`config.mk`:
```
export PLATFORM = sky130hd
export DESIGN_NAME = quadrature_updown_decoder_flat
export DESIGN_NICKNAME = d
export VERILOG_FILES = /design/src/rtl/quadrature_updown_decoder_if.sv /design/src/rtl/quadrature_updown_decoder.sv /design/src/flat_wrapper.sv
export SDC_FILE = /design/constraint.sdc
export NUM_CORES = 1
export LEC_CHECK = 0
export BUFFER_PORTS_ARGS = -buffer_cell sky130_fd_sc_hd__buf_4
export CAP_MARGIN = 20
export CORE_AREA = 2 2 39 41
export CTS_CLUSTER_SIZE = 20
export DETAILED_ROUTE_END_ITERATION = 16
export DIE_AREA = 0 0 41 43
export GPL_TIMING_DRIVEN = 0
export PLACE_DENSITY = 0.75
export SYNTH_ARGS = -nofsm -noshare
export SYNTH_HDL_FRONTEND = slang
export SYNTH_SLANG_ARGS = --single-unit
```
`constraint.sdc`:
```
create_clock -name clk -period 2.5 [get_ports clk]
set_clock_uncertainty 0.1 [all_clocks]
set_input_delay 0.125 -clock clk [delete_from_list [all_inputs] [get_ports clk]]
set_output_delay 0.125 -clock clk [all_outputs]
set_load 0.005 [all_outputs]
```
`src/rtl/quadrature_updown_decoder_if.sv`:
```
// quadrature_updown_decoder_if: encoder phases and clear in, position count and status pulses out.
interface quadrature_updown_decoder_if #(parameter int WIDTH = 3);
   logic a, b, clr;
   logic [WIDTH-1:0] count;
   logic m, step, err;
   modport master (output a, b, clr, input count, m, step, err);
   modport slave (input a, b, clr, output count, m, step, err);
endinterface

```
`src/rtl/quadrature_updown_decoder.sv`:
```
// quadrature_updown_decoder: synchronized quadrature phase decoder with wrapping up/down position count.
module quadrature_updown_decoder #(parameter int WIDTH = 3) (
   input logic clk,
   input logic reset,
   quadrature_updown_decoder_if.slave bus
);
   typedef enum logic [1:0] {INIT0, INIT1, RUN} state_t;
   state_t state, state_nx;
   logic [1:0] s1, s2, prev, prev_nx;
   logic [WIDTH-1:0] count, count_nx;
   logic m, m_nx, step, step_nx, err, err_nx, run, up, dn;
   always_ff @(posedge clk or negedge reset)
      if (!reset) begin
         state <= INIT0;
         s1 <= '0;
         s2 <= '0;
         prev <= '0;
         count <= '0;
         m <= 1'b0;
         step <= 1'b0;
         err <= 1'b0;
      end else begin
         state <= state_nx;
         s1 <= {bus.a, bus.b};
         s2 <= s1;
         prev <= prev_nx;
         count <= count_nx;
         m <= m_nx;
         step <= step_nx;
         err <= err_nx;
      end
   // INIT1 seeds prev with the pair that cur holds on RUN entry, so a static
   // non-zero encoder position never looks like a transition out of reset.
   always_comb begin
      run = state == RUN;
      up = {prev, s2} inside {4'b0010, 4'b1011, 4'b1101, 4'b0100};
      dn = {prev, s2} inside {4'b0001, 4'b0111, 4'b1110, 4'b1000};
      state_nx = state == INIT0 ? INIT1 : RUN;
      prev_nx = state == INIT0 ? prev : state == INIT1 ? s1 : s2;
      step_nx = run && (up || dn);
      err_nx = run && (&(prev ^ s2));
      m_nx = run && up ? 1'b0 : run && dn ? 1'b1 : m;
      count_nx = bus.clr ? '0 : run && up ? count + WIDTH'(1) : run && dn ? count - WIDTH'(1) : count;
   end
   assign bus.count = count;
   assign bus.m = m;
   assign bus.step = step;
   assign bus.err = err;
endmodule

```
`src/flat_wrapper.sv`:
```
// flat-port wrapper written by rule: the top's interface ports become plain ports
module quadrature_updown_decoder_flat 
#(parameter int WIDTH = 3)
  (clk, reset, bus_a, bus_b, bus_clr, bus_count, bus_m, bus_step, bus_err);
  quadrature_updown_decoder_if #(.WIDTH(WIDTH)) bus_i ();
  input logic clk;
  input logic reset;
  input wire logic [$bits(bus_i.a)-1:0] bus_a;
  input wire logic [$bits(bus_i.b)-1:0] bus_b;
  input wire logic [$bits(bus_i.clr)-1:0] bus_clr;
  output wire logic [$bits(bus_i.count)-1:0] bus_count;
  output wire logic [$bits(bus_i.m)-1:0] bus_m;
  output wire logic [$bits(bus_i.step)-1:0] bus_step;
  output wire logic [$bits(bus_i.err)-1:0] bus_err;
  assign bus_i.a = bus_a;
  assign bus_i.b = bus_b;
  assign bus_i.clr = bus_clr;
  assign bus_count = bus_i.count;
  assign bus_m = bus_i.m;
  assign bus_step = bus_i.step;
  assign bus_err = bus_i.err;
  quadrature_updown_decoder #(.WIDTH(WIDTH)) u_core (.clk(clk), .reset(reset), .bus(bus_i));
endmodule
```
==> flow_summary.yaml <==
floorplan:
  initial_utilization: 0.428
  fp.coreArea_sq_mm: 0.00138
  die_w_microns: 41
  dieArea_sq_mm: 0.00176
  rows: 14
  io_pins: 11
  die_h_microns: 43
synth:
  syn_inst: 51
  syn_area_sq_um: 592
  synth_seq_cells: 14
  ys_warn_count: 0
  avgSynthCellArea_sq_um: 11.6
  syn_nets: 57
  synth_seq_area_share: 0.592
  yosysUniqueCellTypes: 20
worst_setup_path:
  worstPathArrival_ns: 2.43
  worstSetupStartpointType: "flip-flop"
  path_class: "reg2reg"
  path_cells: "nand2b_1, or2_2, nor2_1, fa_1, or3_1, a21oi_2, mux2_1"
  cpPeakStageDelay_ns: 0.42
  cpMaxStageDelayCell: "dfrtp_1"
  regToRegSetupSlack_ns: 0.13
  worstPathRequired_ns: 2.56
  cp-end-kind: "flip-flop"
  crit_fanout: 7
place:
  io_buffers: 10
  gp_congestion: 0.722
  dp_hpwl_microns: 679
clock_network:
  cts_resized: 0
  clkTransAtPathRegs_ns: 0.08
  clock-sinks: 14
  root_buffer: "clkbuf_4"
  cts_tree: "built"
  cts_max_path_buffers: 2
  clk_latency_ns: 0.28
  numCtsBuffers: 3
  htreeDepth: 1
grt:
  antenna_found_initial: 0
  grt_max_degree: 15
  grt_pass1_wl_mm: 1.47
  overflow: 0
  grt_pass1_vias: 341
  grt_usage: 0.132
sta:
  final-setup-viol-count: 0
  setup_tns_ns: 0
  clock.fmax_mhz: 422
  finalCritPeriodShare: 0.947
  whs_ns: 0.118
  maxSlewHeadroom: 0.810
  drv_slew: 0
  grt_setup_unrepaired: "false"
  min_period_ns: 2.37
  tightestPinTransition_ns: 0.283
  final_hold_viol_count: 0
layout:
  final_common_cell: "dfrtp_1"
  area_growth_pct: 29.0
  fin_nets: 76
  final_cell_mix: "dfrtp_1 (14), buf_4 (10), nor2_1 (6)"
  drive_above_1_share: 0.261
  diodes: 0
detailed_routing:
  drc: 0
  drt_iter0_markers: 5
  ant_nets: 0
  wl_microns: 936
  via_count: 397
  wl_per_cell_microns: 11.0
  drt_pass1_iterations: 3
  viasPerCell: 4.67
power:
  powerDensity_mw_per_mm2: 719
  power.leakage_nw: 0.363
  peakVddDrop_uv: 456
  p_total_mw: 0.549
status:
  status: "completed"
min_path:
  min-delay-path-class: "in2async"
job:
  cap_violations: 0
==> cell type report <==
class	count	area (sq um)
Clock buffer	4	36.3
Sequential cell	14	350
Multi-Input combinational cell	34	230
Tap cell	16	20.0
Inverter	3	11.3
Timing Repair Buffer	14	115
Fill cell	120	621
==> sequential cells by signal, summed over array words and instances, names as in the netlist <==
signal,count
u_core.bus.count,3
u_core.prev,2
u_core.s1,2
u_core.s2,2
u_core.state,2
u_core.bus.err,1
u_core.bus.m,1
u_core.bus.step,1
==> cells in the mapped netlist <==
library cell | count | area [sq um]
o41ai_1 | 1 | 8.76
or2_2 | 2 | 12.5
nor2_1 | 6 | 22.5
xor2_1 | 1 | 8.76
mux2i_1 | 2 | 20.0
and2b_1 | 1 | 7.51
nor3_1 | 1 | 5.00
dfrtp_1 | 14 | 350
o21ai_0 | 4 | 20.0
nand3_1 | 1 | 5.00
or3_1 | 1 | 6.26
nand2b_1 | 1 | 6.26
nor2b_1 | 1 | 6.26
mux2_2 | 1 | 11.3
a21oi_2 | 1 | 8.76
fa_1 | 1 | 20.0
inv_1 | 3 | 11.3
mux2_1 | 1 | 11.3
xnor2_1 | 4 | 35.0
nand2_1 | 4 | 15.0
==> per-layer routing <==
layer | global-route usage | routed length, microns | up-vias
li1 | - | - | 202
met1 | 0.174 | 421 | 179
met2 | 0.169 | 425 | 12
met3 | 0.0471 | 64 | 4
met4 | 0.100 | 25 | 0
met5 | 0 | 0 | -
==> worst max-delay path: cells and delay by family, from the launching register on <==
kind            cells  cell delay, ns
flops               1            0.42
mux                 1            0.34
compound gates      1            0.14
fa+ha+maj           1            0.38
simple gates        4            0.87
==> power by group <==
group          switching, mW  leakage, nW  internal (mW)
logic                 0.0521        0.174         0.0669
registers             0.0158        0.168          0.252
clock network         0.0737       0.0210         0.0886
==> kinds of logic after synthesis <==
group,after synthesis,share of synthesized area
AOI/OAI and AO/OA,6,0.0634
xor gates and xnor gates,5,0.0740
adders and majority gates,1,0.0338
buffers and inverters,3,0.0190
DFF,14,0.592
muxes,4,0.0719
and+or+nand+nor,18,0.146
==> repair_timing <==
action / 4_1_cts / 5_1_grt
hold buffers: 4 / 0
setup buffers: 0 / 0
endpoints found under the hold margin: 17 / 0
==> path summary, 6_finish.rpt <==
check / from / endpoint / cells after the start
max reg2reg: u_core.state[0] / u_core.bus.count[2] / 7
max: u_core.state[0] / u_core.bus.count[2] / 7
min reg2reg: u_core.s1[0] / u_core.s2[0] / 0
max in group asynchronous: reset / u_core.bus.m / 2
min: reset / u_core.bus.count[2] / 2
min in group clk: u_core.s1[0] / u_core.s2[0] / 0
==> through the flow <==
step / util / area [sq um] / instances / setup slack [ns]
CTS: 0.552 / 763 / 85 / 0.126
detailed placement: 0.496 / 687 / 77 / 0.146
global placement: 0.496 / 687 / 77 / 0.175
floorplan: - / 592 / 51 / 0.300
finish: 0.552 / 763 / 85 / 0.132
global route: 0.552 / 763 / 85 / 0.0127
No activity file was read; power rests on OpenSTA's default activity.
